### src/rtl/pll_reset_seq.sv
// -----------------------------------------------------------------------------
// pll_reset_seq
//
// Consumer end of the PLL lock interface. Synchronizes the raw, asynchronous
// PLL lock into the PLL output clock domain, waits for lock to be stable for
// a programmable time, holds reset for a few extra cycles, then releases a
// synchronously-deasserted system reset. Losing lock once stability has been
// established (HOLD or RUN) re-asserts reset and is recorded.
//
// Parameters:
//   SYNC_STAGES        flops on the pll_locked synchronizer (legal 2..4)
//   LOCK_STABLE_CYCLES consecutive lock-high cycles before HOLD (legal >= 1)
//   RESET_HOLD_CYCLES  extra reset cycles after lock is stable (legal >= 1)
//   LOSS_CNT_W         width of the saturating lock-loss counter
//
// Ports:
//   clk             in   PLL output clock, the only clock
//   rst_n           in   asynchronous active-low board/power-on reset
//   pll_locked      in   raw PLL lock, asynchronous to clk, may glitch
//   sys_rst_n       out  system reset, active-low; async assert, sync release
//   ready           out  high exactly while the sequencer is in RUN
//   lock_lost       out  sticky flag, set on any loss of lock in HOLD/RUN
//   lock_loss_count out  saturating count of lock losses in HOLD/RUN
//
// Build option:
//   PLL_RESET_SEQ_LOSS_STATS_EN  when defined, lock_lost/lock_loss_count are
//   implemented; when undefined both outputs are tied to 0 and no flag or
//   counter flops exist.
// -----------------------------------------------------------------------------
module pll_reset_seq #(
    parameter int SYNC_STAGES        = 2,
    parameter int LOCK_STABLE_CYCLES = 1024,
    parameter int RESET_HOLD_CYCLES  = 16,
    parameter int LOSS_CNT_W         = 8
) (
    input  logic                  clk,
    input  logic                  rst_n,
    input  logic                  pll_locked,
    output logic                  sys_rst_n,
    output logic                  ready,
    output logic                  lock_lost,
    output logic [LOSS_CNT_W-1:0] lock_loss_count
);

    // One down-counter serves both timed phases; size it for the longer one.
    localparam int CNT_MAX = (LOCK_STABLE_CYCLES > RESET_HOLD_CYCLES) ?
                             LOCK_STABLE_CYCLES : RESET_HOLD_CYCLES;
    localparam int CNT_W   = (CNT_MAX > 1) ? $clog2(CNT_MAX) : 1;

    localparam logic [CNT_W-1:0] LOCK_LOAD = CNT_W'(LOCK_STABLE_CYCLES - 1);
    localparam logic [CNT_W-1:0] HOLD_LOAD = CNT_W'(RESET_HOLD_CYCLES - 1);
    localparam logic [CNT_W-1:0] CNT_ONE   = CNT_W'(1);

    typedef enum logic [1:0] {
        WAIT_LOCK = 2'd0,
        STABLE    = 2'd1,
        HOLD      = 2'd2,
        RUN       = 2'd3
    } state_t;

    logic [SYNC_STAGES-1:0] sync_q;
    logic                   lock_s;

    state_t                 state_q, state_d;
    logic [CNT_W-1:0]       cnt_q, cnt_d;
    logic                   run_q;

    // ------------------------------------------------------------------
    // Lock synchronizer. Nothing else may look at pll_locked directly.
    // ------------------------------------------------------------------
    always_ff @(posedge clk or negedge rst_n) begin
        if (!rst_n) begin
            sync_q <= '0;
        end else begin
            sync_q <= {sync_q[SYNC_STAGES-2:0], pll_locked};
        end
    end

    assign lock_s = sync_q[SYNC_STAGES-1];

    // ------------------------------------------------------------------
    // Sequencer state register. run_q is a registered decode of the next
    // state, so sys_rst_n changes on the very edge the FSM enters or
    // leaves RUN, and asserts asynchronously with rst_n.
    // ------------------------------------------------------------------
    always_ff @(posedge clk or negedge rst_n) begin
        if (!rst_n) begin
            state_q <= WAIT_LOCK;
            cnt_q   <= '0;
            run_q   <= 1'b0;
        end else begin
            state_q <= state_d;
            cnt_q   <= cnt_d;
            run_q   <= (state_d == RUN);
        end
    end

    always_comb begin
        state_d = state_q;
        cnt_d   = cnt_q;
        unique case (state_q)
            WAIT_LOCK: begin
                if (lock_s) begin
                    cnt_d   = LOCK_LOAD;
                    state_d = STABLE;
                end
            end
            STABLE: begin
                // Any dropout restarts the whole stability window.
                if (!lock_s) begin
                    state_d = WAIT_LOCK;
                end else if (cnt_q == '0) begin
                    cnt_d   = HOLD_LOAD;
                    state_d = HOLD;
                end else begin
                    cnt_d = cnt_q - CNT_ONE;
                end
            end
            HOLD: begin
                if (!lock_s) begin
                    state_d = WAIT_LOCK;
                end else if (cnt_q == '0) begin
                    state_d = RUN;
                end else begin
                    cnt_d = cnt_q - CNT_ONE;
                end
            end
            RUN: begin
                if (!lock_s) begin
                    state_d = WAIT_LOCK;
                end
            end
            default: begin
                state_d = WAIT_LOCK;
            end
        endcase
    end

    assign sys_rst_n = run_q;
    assign ready     = run_q;

`ifdef PLL_RESET_SEQ_LOSS_STATS_EN
    // ------------------------------------------------------------------
    // Loss statistics. A dropout during STABLE is not a loss: stability
    // had not been established yet.
    // ------------------------------------------------------------------
    localparam logic [LOSS_CNT_W-1:0] LOSS_ONE = LOSS_CNT_W'(1);

    logic                  loss_evt;
    logic                  lock_lost_q;
    logic [LOSS_CNT_W-1:0] loss_cnt_q;

    assign loss_evt = !lock_s && ((state_q == HOLD) || (state_q == RUN));

    always_ff @(posedge clk or negedge rst_n) begin
        if (!rst_n) begin
            lock_lost_q <= 1'b0;
            loss_cnt_q  <= '0;
        end else if (loss_evt) begin
            lock_lost_q <= 1'b1;
            if (loss_cnt_q != '1) begin
                loss_cnt_q <= loss_cnt_q + LOSS_ONE;
            end
        end
    end

    assign lock_lost       = lock_lost_q;
    assign lock_loss_count = loss_cnt_q;
`else
    assign lock_lost       = 1'b0;
    assign lock_loss_count = '0;
`endif

endmodule

### config.mk
export PLATFORM = sky130hd
export DESIGN_NAME = pll_reset_seq
export DESIGN_NICKNAME = d
export VERILOG_FILES = /design/src/rtl/pll_reset_seq.sv
export SDC_FILE = /design/constraint.sdc
export NUM_CORES = 1
export LEC_CHECK = 0
export CAP_MARGIN = 5
export CORE_MARGIN = 2
export CORE_UTILIZATION = 27
export CTS_CLUSTER_SIZE = 20
export DETAILED_ROUTE_END_ITERATION = 8
export SLEW_MARGIN = 10
export SYNTH_ARGS = -nofsm -noshare
export SYNTH_HDL_FRONTEND = slang
export SYNTH_SLANG_ARGS = --single-unit
export TNS_END_PERCENT = 1
### constraint.sdc
create_clock -name clk -period 2.4 [get_ports clk]
set_input_delay 0.48 -clock clk [delete_from_list [all_inputs] [get_ports clk]]
set_output_delay 0.48 -clock clk [all_outputs]
set_load 0.02 [all_outputs]
==> impl_metrics.ini, run 1 <==
[floorplan]
die_area_um2 = 4640
die_x_um = 68.2
ios = 14
initial_utilization = 0.280
die_h_um = 68.2
core_um2 = 3970
fp-row-count = 23

[yosys]
synth-seq-cells = 15
yosysSeqAreaShare = 0.338
synth_edf_count = 0
yosys.cell_types.count = 41
netlist_instances = 121
yosysWarnings = 0
synth-main-ff-cell = dfrtp_1
syn_area_per_cell_um2 = 9.18
synth_area_um2 = 1110
synthArstFlopShare = 1.00

[final_layout]
final_core_utilization = 0.310
antennaDiodeCount = 0
multi_input_area_um2 = 654
regArea_um2 = 375
fin_cells = 178
area_growth_pct = 10.7
fillers = 441
final_layout_size_suffix_gt1_frac = 0.109
finalNetCount = 140

[timing]
min_period_over_period = 0.877
hold_viol = 0
setup_violations = 0
finalSetupTns_ns = 0
rsz0062_at_grt = no
min_period_ns = 2.11
timing.final.ws_setup_ns = 0.294
relSlewSlack = 0.530
tightest_slew_ns = 0.703
skew_ns = 0.00335
clock.fmax_mhz = 475
final-max-slew-violation-count = 0

[clocking]
clk_latency_ns = 0.25
cts_root_buf = clkbuf_8
cts_tree = done
clock_path_buffers = 2
cts_sinks = 15
cts_buffers = 3
cts_hold_buf = 0
postCtsSetupBuffers = 0
post_cts_resize_count = 0
htree_levels = 1
clk_pin_slew_ns = 0.06

[worst_setup_path]
required_ns = 2.51
arrival_ns = 2.22
cp-end-kind = flip-flop
worstPathMaxFanout = 5
reg2reg_depth = 6
crit_path_start_kind = flip-flop
rr_endpoint = cnt_q[5]$_DFFE_PN0P_
critPathKind = reg -> reg
reg2reg_slack_ns = 0.29
rr_startpoint = cnt_q[0]$_DFFE_PN0P_

[place]
pre_cts_slack_ns = 0.293
portBuffers = 4
dpl.hpwl_mm = 1.77
place.gp.congestion = 0.855
placed_cells = 174

[global_route]
grt_pass1_vias = 905
antenna_found_initial = 0
grt_max_degree = 16
grt_pass1_wl_mm = 4.17
track_usage = 0.120
grt.overflow.total = 0

[drt]
wl_per_cell_um = 13.5
drt_pass1_iterations = 4
viasPerCell = 5.21
vias = 928
drtIter0Drc = 15
ant_nets = 0
drc = 0
totalWireLength_mm = 2.41

[hold_path]
min_to = sync_q[1]$_DFF_PN0_
worstHoldPathCells = 0
hp-start = sync_q[0]$_DFF_PN0_
min_path_type = reg -> reg

[pwr]
p_leak_nw = 0.484
p_per_area_nw_per_um2 = 1050
ir_drop_mv = 0.484

[status]
status = finished, final reports clean

[run]
maxCapViolCount = 0
==> critical path: stages, from the launching register on <==
cell and delay [ns]:
dfrtp_1 0.41, inv_1 0.12, ha_1 0.17, or4b_4 0.51, o41ai_2 0.48, o31a_1 0.20, o211ai_1 0.08
==> metal layers <==
layer  global-route usage  part of all wire  routed length, µm
met3               0.0197             0.014                 34
met4               0.0600             0.023                 55
met1                0.156              0.48               1160
met2                0.191              0.48               1160
met5                    0                 0                  0
==> layout make-up <==
type / instances / share of cell area
Multi-Input combinational cell: 95 / 0.532
Clock buffer: 4 / 0.0366
Tap cell: 50 / 0.0509
Sequential cell: 15 / 0.305
Timing Repair Buffer: 8 / 0.0570
Inverter: 6 / 0.0183
==> per-stage QoR <==
stage | total power, mW | instance area (µm²) | hold slack, ns
global route | 1.40 | 1230 | 0.360
finish | 1.29 | 1230 | 0.353
floorplan | 0.918 | 1140 | 0.184
detailed placement | 1.07 | 1180 | 0.342
CTS | 1.28 | 1230 | 0.358
global placement | 1.04 | 1180 | 0.339
==> registers in the layout, summed over array words and instances, names as in the netlist <==
| name | cells |
|---|---|
| sync_q | 2 |
| state_q | 2 |
| cnt_q | 10 |
| ready | 1 |
==> synthesized netlist by cell type (all sizes together), types with 2 or more instances <==
cell / number / area share
a21oi: 7 / 0.032
buf: 12 / 0.077
dfrtp: 15 / 0.34
ha: 8 / 0.090
inv: 6 / 0.020
mux2i: 2 / 0.018
nand2: 3 / 0.010
nand2b: 2 / 0.011
nand3: 4 / 0.018
nor2: 12 / 0.041
nor3: 7 / 0.032
nor3b: 2 / 0.018
nor4: 3 / 0.023
nor4b: 2 / 0.021
o211ai: 4 / 0.027
o21ai: 7 / 0.032
o31a: 3 / 0.024
o31ai: 3 / 0.020
o41a: 2 / 0.020
==> cell usage in the layout, fill, tap and decap left out, types with 2 or more instances in the layout <==
cell	count
nand2_1	3
nand2b_1	2
o41a_1	2
nor3_1	7
nand3_1	4
o31ai_1	3
clkdlybuf4s50_1	4
o21ai_0	4
clkbuf_8	3
o21ai_1	3
o211ai_1	4
dfrtp_1	15
mux2i_1	2
nor2_1	12
inv_1	6
conb_1	9
a21oi_1	7
buf_4	4
o31a_1	3
ha_1	8
nor4_1	2
==> power by group <==
group          switching [mW]  internal [mW]  total [mW]
clock                  0.0911          0.118       0.209
combinational           0.333          0.250       0.582
sequential              0.150          0.344       0.495
total                   0.574          0.712        1.29
==> kinds of logic (layout without fill, tap and decap cells) <==
kind of cell | count (synthesis) | count (layout) | synth area share
DFF | 15 | 15 | 0.338
AOI/OAI and AO/OA | 35 | 35 | 0.233
muxes | 2 | 2 | 0.0180
other | 1 | 9 | 0.00338
and+or+nand+nor | 41 | 41 | 0.217
adders and majority gates | 8 | 8 | 0.0901
buffers and inverters | 19 | 18 | 0.100
==> how the worst max path moves through the flow <==
| stage | slack (ns) | from | depth (start not counted) | end |
|---|---|---|---|---|
| floorplan | 0.50 | cnt_q[0]$_DFFE_PN0P_ | 6 | cnt_q[7]$_DFFE_PN0P_ |
| global placement | 0.37 | cnt_q[0]$_DFFE_PN0P_ | 6 | cnt_q[6]$_DFFE_PN0P_ |
| detailed placement | 0.29 | cnt_q[0]$_DFFE_PN0P_ | 6 | ready$_DFF_PN0_ |
| CTS | 0.29 | cnt_q[0]$_DFFE_PN0P_ | 6 | cnt_q[5]$_DFFE_PN0P_ |
| global route | 0.17 | cnt_q[1]$_DFFE_PN0P_ | 6 | cnt_q[5]$_DFFE_PN0P_ |
| finish | 0.29 | cnt_q[0]$_DFFE_PN0P_ | 6 | cnt_q[5]$_DFFE_PN0P_ |
Note: power is estimated with default switching activity, not from simulation.
==> run 2: changes to the inputs <==
Settings changed: CORE_MARGIN 2 to 4, SKIP_LAST_GASP set to 1.
==> run 2 against run 1 <==
Against the previous run: setup slack better by 0.027 ns; die area increased by 12%; combinational power about the same; power down 0.98%; wire length is 2.1% lower; first-iteration DRC count grew 53%; global-route usage down 2.2 points; non-clock buffer count stayed put; highest routed layer unchanged; largest power group unchanged; core utilization down 0.19 points; final area rose by 0.10%.
==> impl_metrics.ini, run 2 (same netlist as run 1, synthesis figures left out) <==
[global_route]
grt_pass1_wl_mm = 3.99
antenna_found_initial = 0
grt_max_degree = 16
grt.overflow.total = 0
grt_pass1_vias = 860
track_usage = 0.0972

[timing]
rsz0062_at_grt = no
finalSetupTns_ns = 0
min_period_ns = 2.08
relSlewSlack = 0.548
final-max-slew-violation-count = 0
clock.fmax_mhz = 481
skew_ns = 0.00688
tightest_slew_ns = 0.675
setup_violations = 0
min_period_over_period = 0.866
holdWs_ns = 0.355
hold_viol = 0

[floorplan]
initial_utilization = 0.278
die_x_um = 72.2
fp-row-count = 23
die_area_um2 = 5210
ios = 14
die_h_um = 72.2
core_um2 = 4000

[final_layout]
final_layout_size_suffix_gt1_frac = 0.117
antennaDiodeCount = 0
reg_top3 = cnt_q (10), state_q (2), sync_q (2)
finalNetCount = 140
largest_reg_flops = 10
final_cell_mix = 15 x dfrtp_1, 12 x nor2_1, 9 x conb_1
final_common_cell = dfrtp_1
top_register = cnt_q
area_growth_pct = 10.8

[worst_setup_path]
crit_path_start_kind = flip-flop
reg2reg_slack_ns = 0.32
arrival_ns = 2.18
worstPathMaxFanout = 5
rr_startpoint = cnt_q[0]$_DFFE_PN0P_
critPathKind = reg -> reg
required_ns = 2.50
cp-end-kind = flip-flop
reg2reg_depth = 6
rr_endpoint = cnt_q[4]$_DFFE_PN0P_

[clocking]
clk_latency_ns = 0.25
postCtsSetupBuffers = 0
cts_hold_buf = 0
htree_levels = 1
cts_tree = done
cts_root_buf = clkbuf_8
cts_sinks = 15
clk_pin_slew_ns = 0.06
cts_buffers = 3
clock_path_buffers = 2
post_cts_resize_count = 0

[drt]
viasPerCell = 5.39
drtIter0Drc = 23
drc = 0
wl_per_cell_um = 13.3
vias = 960
ant_nets = 0
drt_pass1_iterations = 4
totalWireLength_mm = 2.36

[hold_path]
worstHoldPathCells = 0
min_path_type = reg -> reg
hp-start = sync_q[0]$_DFF_PN0_
min_to = sync_q[1]$_DFF_PN0_

[pwr]
p_per_area_nw_per_um2 = 1030
ir_drop_mv = 0.499
p_leak_nw = 0.487

[place]
portBuffers = 4
dpl.hpwl_mm = 1.72
place.gp.congestion = 0.825

[status]
status = finished, final reports clean

[run]
maxCapViolCount = 0
run 2: how the worst max path moves through the flow:
stage,to,start,cells past startpoint,slack [ns]
2_1_floorplan,cnt_q[7]$_DFFE_PN0P_,cnt_q[0]$_DFFE_PN0P_,6,0.50
3_3_place_gp,cnt_q[6]$_DFFE_PN0P_,cnt_q[0]$_DFFE_PN0P_,6,0.37
3_5_place_dp,cnt_q[5]$_DFFE_PN0P_,cnt_q[0]$_DFFE_PN0P_,6,0.34
4_1_cts,cnt_q[5]$_DFFE_PN0P_,cnt_q[0]$_DFFE_PN0P_,6,0.33
5_1_grt,cnt_q[4]$_DFFE_PN0P_,cnt_q[0]$_DFFE_PN0P_,6,0.18
6_report,cnt_q[4]$_DFFE_PN0P_,cnt_q[0]$_DFFE_PN0P_,6,0.32
run 2: critical path: stages (launching register included):
cell and delay (ns):
dfrtp_1 0.42, inv_1 0.11, ha_1 0.16, or4b_4 0.50
o41a_1 0.48, a21oi_1 0.17, o211ai_1 0.10
run 2: where the power goes:
group          leakage (nW)  internal, mW  total, mW  switching, mW
logic                 0.290         0.250      0.583          0.333
registers             0.172         0.345      0.489          0.145
clock network        0.0255         0.115      0.201         0.0861
total                 0.487         0.709       1.27          0.564
run 2: cell type report:
cell class | instances | area, µm²
sequential | 15 | 375
clock inverter | 1 | 5.00
fill | 405 | 2770
multi-input combinational | 95 | 654
clock buffer | 3 | 41.3
inverter | 6 | 22.5
tap | 50 | 62.6
timing repair buffer | 8 | 70.1
run 2: per-stage QoR:
stage | power, mW | std cells | util | worst slack, ns | cell area, µm²
floorplan | 0.918 | 129 | - | 0.502 | 1140
global placement | 1.04 | 174 | 0.296 | 0.374 | 1180
detailed placement | 1.07 | 174 | 0.296 | 0.343 | 1180
CTS | 1.27 | 178 | 0.308 | 0.330 | 1230
global route | 1.39 | 178 | 0.308 | 0.180 | 1230
finish | 1.27 | 178 | 0.308 | 0.321 | 1230
run 2: layer usage:
layer / part of all wire / GRT usage / up-vias
li1: - / - / 452
met1: 0.42 / 0.125 / 462
met2: 0.51 / 0.159 / 42
met3: 0.064 / 0.0166 / 4
met4: 0.0085 / 0.0438 / 0
met5: 0 / 0 / -
==> run 3: changes to the inputs <==
Settings changed: HOLD_SLACK_MARGIN set to 0.02.
==> results of run 3 <==
No change in the layout: final DEF, timing and power equal those of run 2.
